===== src/rtl/imem_loader_pkg.sv =====
// Shared constants, FSM state type and length clamp for the boot-time imem loader.
package imem_loader_pkg;

    localparam int ADDR_W         = 12;
    localparam int DATA_W         = 32;
    localparam int DEPTH          = 4096;
    localparam int BYTES_PER_WORD = 4;

    localparam logic [ADDR_W:0] DEPTH_LEN = (ADDR_W + 1)'(DEPTH);

    typedef enum logic [1:0] {
        ST_IDLE  = 2'd0,
        ST_RECV  = 2'd1,
        ST_WRITE = 2'd2,
        ST_DONE  = 2'd3
    } state_t;

    // Requests longer than the memory are trimmed so the address never wraps.
    function automatic logic [ADDR_W:0] clamp_len(input logic [ADDR_W:0] req_len);
        logic [ADDR_W:0] res;
        if (req_len > DEPTH_LEN) begin
            res = DEPTH_LEN;
        end else begin
            res = req_len;
        end
        return res;
    endfunction

endpackage


===== src/rtl/imem_loader_byte_packer.sv =====
// Little-endian 8->32 packer: byte k of a word lands in bits [8k+7:8k].
module imem_loader_byte_packer
    import imem_loader_pkg::*;
(
    input  logic              clock,
    input  logic              reset,
    input  logic              clear,
    input  logic              accept,
    input  logic [7:0]        byte_in,
    output logic              word_full,
    output logic [DATA_W-1:0] word
);

    logic [1:0]        cnt_r;
    logic [DATA_W-1:0] pack_r;
    logic [DATA_W-1:0] insert_s;

    // Current pack with the incoming byte dropped into its lane.
    always_comb begin
        insert_s                       = pack_r;
        insert_s[{cnt_r, 3'b000} +: 8] = byte_in;
    end

    assign word_full = accept && (cnt_r == 2'd3);
    assign word      = insert_s;

    // Byte counter and packing register; the counter wraps after the fourth byte.
    always_ff @(posedge clock or negedge reset) begin
        if (!reset) begin
            cnt_r  <= 2'd0;
            pack_r <= {DATA_W{1'b0}};
        end else if (clear) begin
            cnt_r  <= 2'd0;
            pack_r <= {DATA_W{1'b0}};
        end else if (accept) begin
            cnt_r  <= cnt_r + 2'd1;
            pack_r <= insert_s;
        end else begin
            cnt_r  <= cnt_r;
            pack_r <= pack_r;
        end
    end

endmodule


===== src/rtl/imem_loader.sv =====
// Boot loader: packs a byte stream into words, writes them to imem from address 0
// and keeps the processor in reset until the requested length has been written.
module imem_loader
    import imem_loader_pkg::*;
(
    input  logic              clock,
    input  logic              reset,
    input  logic              start,
    input  logic [ADDR_W:0]   len,
    input  logic              rx_valid,
    input  logic [7:0]        rx_data,
    output logic              rx_ready,
    output logic              imem_wren,
    output logic [ADDR_W-1:0] imem_address,
    output logic [DATA_W-1:0] imem_data,
    output logic              proc_reset,
    output logic              busy,
    output logic              done,
    output logic [ADDR_W:0]   words_loaded
);

    state_t            state_r;
    logic [ADDR_W:0]   len_q_r;
    logic [ADDR_W-1:0] word_addr_r;
    logic [ADDR_W:0]   words_loaded_r;
    logic              rx_ready_r;
    logic              imem_wren_r;
    logic [ADDR_W-1:0] imem_address_r;
    logic [DATA_W-1:0] imem_data_r;
    logic              proc_reset_r;
    logic              busy_r;
    logic              done_r;

    logic              accept_s;
    logic              clear_s;
    logic              word_full_s;
    logic [DATA_W-1:0] word_s;
    logic [ADDR_W:0]   len_clamped_s;

    assign accept_s      = rx_valid && rx_ready_r;
    assign clear_s       = (state_r == ST_IDLE) && start;
    assign len_clamped_s = clamp_len(len);

    imem_loader_byte_packer u_packer (
        .clock     (clock),
        .reset     (reset),
        .clear     (clear_s),
        .accept    (accept_s),
        .byte_in   (rx_data),
        .word_full (word_full_s),
        .word      (word_s)
    );

    // Load sequencer with all outputs registered.
    always_ff @(posedge clock or negedge reset) begin
        if (!reset) begin
            state_r        <= ST_IDLE;
            len_q_r        <= {(ADDR_W + 1){1'b0}};
            word_addr_r    <= {ADDR_W{1'b0}};
            words_loaded_r <= {(ADDR_W + 1){1'b0}};
            rx_ready_r     <= 1'b0;
            imem_wren_r    <= 1'b0;
            imem_address_r <= {ADDR_W{1'b0}};
            imem_data_r    <= {DATA_W{1'b0}};
            proc_reset_r   <= 1'b1;
            busy_r         <= 1'b0;
            done_r         <= 1'b0;
        end else begin
            case (state_r)
                ST_IDLE: begin
                    done_r      <= 1'b0;
                    imem_wren_r <= 1'b0;
                    if (start) begin
                        len_q_r        <= len_clamped_s;
                        word_addr_r    <= {ADDR_W{1'b0}};
                        words_loaded_r <= {(ADDR_W + 1){1'b0}};
                        proc_reset_r   <= 1'b1;
                        if (len_clamped_s == {(ADDR_W + 1){1'b0}}) begin
                            state_r    <= ST_DONE;
                            done_r     <= 1'b1;
                            busy_r     <= 1'b0;
                            rx_ready_r <= 1'b0;
                        end else begin
                            state_r    <= ST_RECV;
                            busy_r     <= 1'b1;
                            rx_ready_r <= 1'b1;
                        end
                    end else begin
                        state_r <= ST_IDLE;
                    end
                end
                ST_RECV: begin
                    // The fourth byte is folded in here so imem_data is complete in WRITE.
                    if (word_full_s) begin
                        state_r        <= ST_WRITE;
                        rx_ready_r     <= 1'b0;
                        imem_wren_r    <= 1'b1;
                        imem_address_r <= word_addr_r;
                        imem_data_r    <= word_s;
                    end else begin
                        state_r <= ST_RECV;
                    end
                end
                ST_WRITE: begin
                    imem_wren_r    <= 1'b0;
                    word_addr_r    <= word_addr_r + {{(ADDR_W - 1){1'b0}}, 1'b1};
                    words_loaded_r <= words_loaded_r + {{ADDR_W{1'b0}}, 1'b1};
                    if ((words_loaded_r + {{ADDR_W{1'b0}}, 1'b1}) == len_q_r) begin
                        state_r    <= ST_DONE;
                        done_r     <= 1'b1;
                        busy_r     <= 1'b0;
                        rx_ready_r <= 1'b0;
                    end else begin
                        state_r    <= ST_RECV;
                        rx_ready_r <= 1'b1;
                    end
                end
                ST_DONE: begin
                    done_r       <= 1'b0;
                    proc_reset_r <= 1'b0;
                    busy_r       <= 1'b0;
                    rx_ready_r   <= 1'b0;
                    state_r      <= ST_IDLE;
                end
                default: begin
                    state_r     <= ST_IDLE;
                    rx_ready_r  <= 1'b0;
                    imem_wren_r <= 1'b0;
                    busy_r      <= 1'b0;
                    done_r      <= 1'b0;
                end
            endcase
        end
    end

    assign rx_ready     = rx_ready_r;
    assign imem_wren    = imem_wren_r;
    assign imem_address = imem_address_r;
    assign imem_data    = imem_data_r;
    assign proc_reset   = proc_reset_r;
    assign busy         = busy_r;
    assign done         = done_r;
    assign words_loaded = words_loaded_r;

endmodule


===== config.mk =====
export PLATFORM = sky130hd
export DESIGN_NAME = imem_loader
export DESIGN_NICKNAME = d
export VERILOG_FILES = /design/src/rtl/imem_loader_pkg.sv /design/src/rtl/imem_loader_byte_packer.sv /design/src/rtl/imem_loader.sv
export SDC_FILE = /design/constraint.sdc
export NUM_CORES = 1
export LEC_CHECK = 0
export CAP_MARGIN = 20
export CORE_MARGIN = 5
export CORE_UTILIZATION = 54
export DETAILED_ROUTE_END_ITERATION = 8
export MAX_ROUTING_LAYER = met4
export PLACE_DENSITY_LB_ADDON = 0.25
export SETUP_SLACK_MARGIN = 0.3
export SLEW_MARGIN = 20
export SYNTH_ARGS = -nofsm -noshare
export SYNTH_HDL_FRONTEND = slang
export SYNTH_SLANG_ARGS = --single-unit

===== constraint.sdc =====
create_clock -name clock -period 2.1 [get_ports clock]
set_input_delay 0.525 -clock clock [delete_from_list [all_inputs] [get_ports clock]]
set_output_delay 0.525 -clock clock [all_outputs]
set_load 0.01 [all_outputs]

# --- Word-level counts from Yosys, hierarchy flattened ---
# Cells that the tools add are included.
op_classes:
  magnitude_cmp: 1
  n_div: 0
  n_mul: 0
  add_sub_neg: 4
  n_reduce_logical: 19
  n_shift: 2
  mux: 30
  eq_ne: 8
  bitwise: 0
ops:
  columns: ["operator", "count"]
  rows:
  - ["$mux W32", 2]
  - ["$bwmux W32", 1]
  - ["$shift A8 B7 Y32 const A", 1]
  - ["$shiftx A8 B7 Y32", 1]
  - ["$mux W13", 2]
  - ["$pmux W13 S2", 1]
  - ["$pmux W12 S2", 1]
  - ["$reduce_and A2 Y1", 7]
  - ["$add A13 B1 Y13 const B", 1]
  - ["$eq A13 B13 Y1", 1]
  - ["$gt A13 B13 Y1 const B", 1]
  - ["$logic_not A13 Y1", 1]
  - ["$add A12 B1 Y12 const B", 1]
  - ["$mux W12", 1]
  - ["$mux W2", 6]
  - ["$mux W1", 10]
  - ["$pmux W2 S4", 1]
  - ["$reduce_bool A2 Y1", 4]
  - ["$neg A5 Y7", 1]
  - ["$eq A2 B2 Y1 const B", 3]
  - ["$pmux W1 S3", 2]
  - ["$ne A2 B2 Y1 const B", 2]
  - ["$pmux W1 S2", 2]
  - ["$pmux W1 S4", 1]
  - ["other kinds (8)", 10]
totals:
  regBits: 123
  wordCells: 77
  mem_count: 0
  ramBits: 0
  inputBits: 25
  latchBits: 0
  mem_bits_ro: 0

# --- Depth between registers and ports, before layout ---
depth:
  ltp_word: 6
  depth_mapped: 8
  mapped_depth_nobuf: 7

# --- Modules after synthesis ---
# A second synthesis with hierarchy kept.
unflattened:
  cells_unflattened: 566
  area_unflattened_um2: 6060.8
modules_own_cells:
  columns: ["module", "cells_each", "area_per_inst_um2", "n_inst"]
  rows:
  - ["imem_loader", 366, 4100.2, 1]
  - ["imem_loader_byte_packer", 200, 1960.6, 1]

# --- Least setup slack after synthesis ---
# No wires, ideal clock.
synth_path:
  path_kind: "register -> register"
  startpoint: "reg u_packer.cnt_r[0]"
  endpoint: "reg u_packer.pack_r[0]"
  required_ps: 2033
  arrival_time_ps: 1882
  setup_time_ps: 67
  path_stages_with_launch: 8
  path_slack_ps: 150
  n_path_buf: 2
  cell_sequence: "dfrtp_1 -> inv_1 -> ha_1 -> nor4bb_1 -> buf_2 -> and3_1 -> clkbuf_1 -> a22o_1"
synth_via:
  elab_chain_len: 5
  elab_cells_between_ends: 6
  classes_between: "add/sub: 1; shift: 2; mux: 3"
synth_rtl:
  columns: ["element", "line_no", "text"]
  rows:
  - ["from (decl)", "imem_loader_byte_packer.sv:14", "logic [1:0] cnt_r;"]
  - ["from (signal assigned)", "imem_loader_byte_packer.sv:36", "cnt_r <= cnt_r + 2'd1;"]
  - ["from (signal assigned)", "imem_loader_byte_packer.sv:39", "cnt_r <= cnt_r;"]
  - ["$neg A5 Y7 (*)", "imem_loader_byte_packer.sv:21", "insert_s[{cnt_r, 3'b000} +: 8] = byte_in;"]
  - ["$shiftx A8 B7 Y32 / $shift A8 B7 Y32 (equally long branches)", "imem_loader_byte_packer.sv:21", null]
  - ["$bwmux W32 (*)", "imem_loader_byte_packer.sv:21", null]
  - ["$mux W32 (*)", "imem_loader_byte_packer.sv:35", "end else if (accept) begin"]
  - ["$mux W32 (*)", "imem_loader_byte_packer.sv:32", "end else if (clear) begin"]
  - ["to (signal assigned)", "imem_loader_byte_packer.sv:31", "pack_r <= {DATA_W{1'b0}};"]
  - ["to (signal assigned)", "imem_loader_byte_packer.sv:34", "pack_r <= {DATA_W{1'b0}};"]
  - ["to (signal assigned)", "imem_loader_byte_packer.sv:37", "pack_r <= insert_s;"]
  - ["to (decl)", "imem_loader_byte_packer.sv:15", "logic [DATA_W-1:0] pack_r;"]
# Mark *: on every way between the ends. The rest lies on a longest branch, timed or not. The select of a mux whose other input is x is not followed.
# A chain may end at the register's enable or synchronous reset.

# --- Final worst setup path ---
layout_path:
  startpoint: "reg words_loaded_r[4] (netlist: words_loaded[4])"
  endpoint: "reg busy_r (netlist: busy)"
layout_via:
  elab_chain_len: 4
layout_rtl:
  columns: ["element", "line_no", "text"]
  rows:
  - ["from (decl)", "imem_loader.sv:25", "logic [ADDR_W:0] words_loaded_r;"]
  - ["from (signal assigned)", "imem_loader.sv:60", "words_loaded_r <= {(ADDR_W + 1){1'b0}};"]
  - ["from (signal assigned)", "imem_loader.sv:76", "words_loaded_r <= {(ADDR_W + 1){1'b0}};"]
  - ["from (signal assigned)", "imem_loader.sv:107", "words_loaded_r <= words_loaded_r + {{ADDR_W{1'b0}}, 1'b1};"]
  - ["$add A13 B1 Y13", "imem_loader.sv:108", "if ((words_loaded_r + {{ADDR_W{1'b0}}, 1'b1}) == len_q_r) begin"]
  - ["$eq A13 B13 Y1", "imem_loader.sv:108", null]
  - ["$ne A2 B2 Y1 (no source line)", null, null]
  - ["$reduce_and A3 Y1 (no source line)", null, null]
  - ["to (signal assigned)", "imem_loader.sv:111", "busy_r <= 1'b0;"]
  - ["to (signal assigned)", "imem_loader.sv:121", "busy_r <= 1'b0;"]
  - ["to (signal assigned)", "imem_loader.sv:129", "busy_r <= 1'b0;"]
  - ["to (decl)", "imem_loader.sv:31", "logic busy_r;"]
# No other way between the ends.

==> summary.md <==
| Metric | Value |
|---|---|
| Status | completed |
| Worst setup SP type | flop |
| Final setup margin | 0.09615 ns |
| Worst hold slack | 0.4239 ns |
| Mapped Area | 5761 sq um |
| Final Hold Fails | 0 |
| Syn avg cell area | 10.18 sq um |
| Post-synth top area cell | dfrtp_1 |
| Nets | 739 |
| Share of the synthesized area in the top cell type | 53.00% |
| Crit Path Max Fanout | 4 |
| EDFF count, synth | 0 |
| Hpwl dp | 9788 um |
| Setup WS pre-CTS | -0.1990 ns |
| Hold crit path type | in2async |
| CORE AREA | 10370 sq um |
| Crit share post-route | 95.42% |
| 1st-iter DRT viols | 468 |
| Max Cap Viol | 0 |
| CP Data Arrival Time | 2.42 ns |
| LEAKAGE | 0.003830 uW |
| Clock-pin slew on the worst setup and hold paths | 0.06 ns |
| Total iterations of the first detailed-routing run | 5 |
| Clk buf depth | 2 |
| Area contributors post-synth | dfrtp_1, a22o_1, o21ai_0 |
| Die width | 113.3 um |
| TritonCTS clock tree | built |
| Unique masters post-synth | 53 |
| Die ar. | 12830 sq um |
| Critical Path RT | 2.51 ns |
| Most common cell in the synthesized netlist | dfrtp_1 |
| Max Clk Rate | 499.0 MHz |
| Largest net degree at the start of global routing | 50 |
| Rel. slew slack | 67.62% |
| Vias | 5056 |
| Slew @ Worst Pin | 0.4842 ns |
| CTS Root Buffer Type | clkbuf_8 |
| Post-DR wirelength/cell | 19.09 um |
| Area grow syn2layout | 37.92% |
| Total track usage | 26.59% |
| Worst VDD drop | 0.7539 mV |
| Detail Route Antenna Nets | 0 |
| Routability congestion estimate | 0.8787 |
| Critical path type | reg2reg |
| GRT overflow | 0 |
| Worst clock skew | 0.009381 ns |
| Clock Latency Late Sink | 0.53 ns |
| Die H | 113.3 um |
| Initial antenna violation count | 0 |
| Vias per cell | 5.907 |
| Commonest cells in the netlist | dfrtp_1, nand2_1, o21ai_0 |
| Placed instance count | 796 |
| Sequential area share after synthesis | 53.45% |
| Remaining DRCs | 0 |
| Reg-to-Reg Start | words_loaded[4] |
| Ports | 87 |
| Wire length of the first global-routing pass | 26280 um |
| Cells after Synth | 566 |
| Reg2reg end | busy |
| Initial Util | 55.55% |
| Number of port buffers | 86 |
| Num rows | 37 |
| Synth Register Bits | 123 |
| Syn. warnings | 0 |
| Post-synth ARST share | 100.0% |
| Reg-to-reg slack, setup | 0.1 ns |
| Non-Filler Instances | 856 |
| Setup_tns | 0 ns |
| Reg2Reg Depth | 7 |
| Syn nets | 598 |
| Maximum level of the CTS H-tree | 4 |
| Most used DFF post-synth | dfrtp_1 |
| Final wirelength | 16340 um |
| ANT cells | 0 |
| Number of global-route vias before repair | 5143 |
| Share of layout cells above drive strength 1 | 23.06% |
| RSZ-0062 raised after global routing | yes |
| Clk sinks | 123 |
| Final Slew Violations | 0 |
| Crit end category | flop |
| PwrDens | 1117 nW/um^2 |
| Finish-stage setup viols | 0 |
| Final min period | 2.004 ns |
| TritonCTS Buffers | 17 |
## worst max-delay path, stage by stage, from the launching register on
cell and delay (ns):
dfrtp_2 0.44, buf_6 0.13, or4_4 0.54, o32ai_4 0.11
a21oi_2 0.06, a31oi_2 0.25, nand4_4 0.15, a31o_1 0.21
## cell type report
cell class                 count  area [sq um]
clock buffer                  24         470.5
clock inverter                 8         140.1
tap                          136         170.2
multi-input combinational    396          2629
sequential                   123          3095
timing repair buffer         162          1414
inverter                       7         26.28
fill                         704          2425
## how the worst max path moves through the flow
stage	startpoint	end	slack, ns	cells past startpoint
detailed placement	len[0]	busy	-0.20	8
CTS	words_loaded[3]	words_loaded[3]	0.07	3
global route	words_loaded[4]	busy	0.06	7
floorplan	words_loaded[0]	state_r[1]	0.30	7
global placement	len[0]	busy	-0.15	8
finish	words_loaded[4]	busy	0.1	7
## repair_timing
action,4_1_cts,5_1_grt
hold buffers,1,0
pin swaps,5,7
setup endpoints to repair,99,78
resized for setup,97,34
buffers inserted,24,3
hold endpoints to repair,12,0
## per-stage QoR
step                power, uW  instance area (sq um)  utilization, %
floorplan                4645                   5822               -
global placement         5663                   7077           68.24
detailed placement       5764                   7077           68.24
CTS                      8775                   7848           75.68
global route             9310                   7945           76.62
finish                   8872                   7945           76.62
## per-layer routing
layer	routed length (um)	vias up	share of wire, %	track usage, %
met1	7060	2507	43	35.52
li1	-	2306	-	-
met5	0	-	0	-
met2	7864	208	48	39.30
met3	1057	35	6.5	6.310
met4	361	0	2.2	10.82
## registers in the layout, indices dropped and copies added, names as in the netlist
signal,count
u_packer.pack_r,32
len_q_r,13
word_addr_r,12
state_r,2
rx_ready,1
imem_wren,1
proc_reset,1
imem_data,32
words_loaded,13
imem_address,12
done,1
u_packer.cnt_r,2
busy,1
## report_power, final
group | internal [uW] | switching (uW) | leakage (uW)
combinational | 1220 | 1350 | 0.00186
clock | 2020 | 1030 | 0.000303
sequential | 2860 | 388 | 0.00166
total | 6100 | 2770 | 0.00383
## layout by cell type, fill, tap and decap left out, drive strengths merged, types with 20 or more instances in the layout
cell type / count
a22o: 43
nor2: 20
nand2: 64
dlygate4sd2: 52
dfrtp: 122
clkbuf: 25
o21ai: 71
a21oi: 43
buf: 81
clkdlybuf4s50: 23
nor2b: 34
## cell families after synthesis
group / Yosys count / share of synthesized area [%]
compound gates: 181 / 19.96
xor+xnor: 18 / 2.737
flops: 123 / 53.45
mux: 15 / 2.867
simple gates: 175 / 16.09
buf+inv: 47 / 3.367
fa+ha+maj: 7 / 1.520
Note: power is estimated with default switching activity, not from simulation.
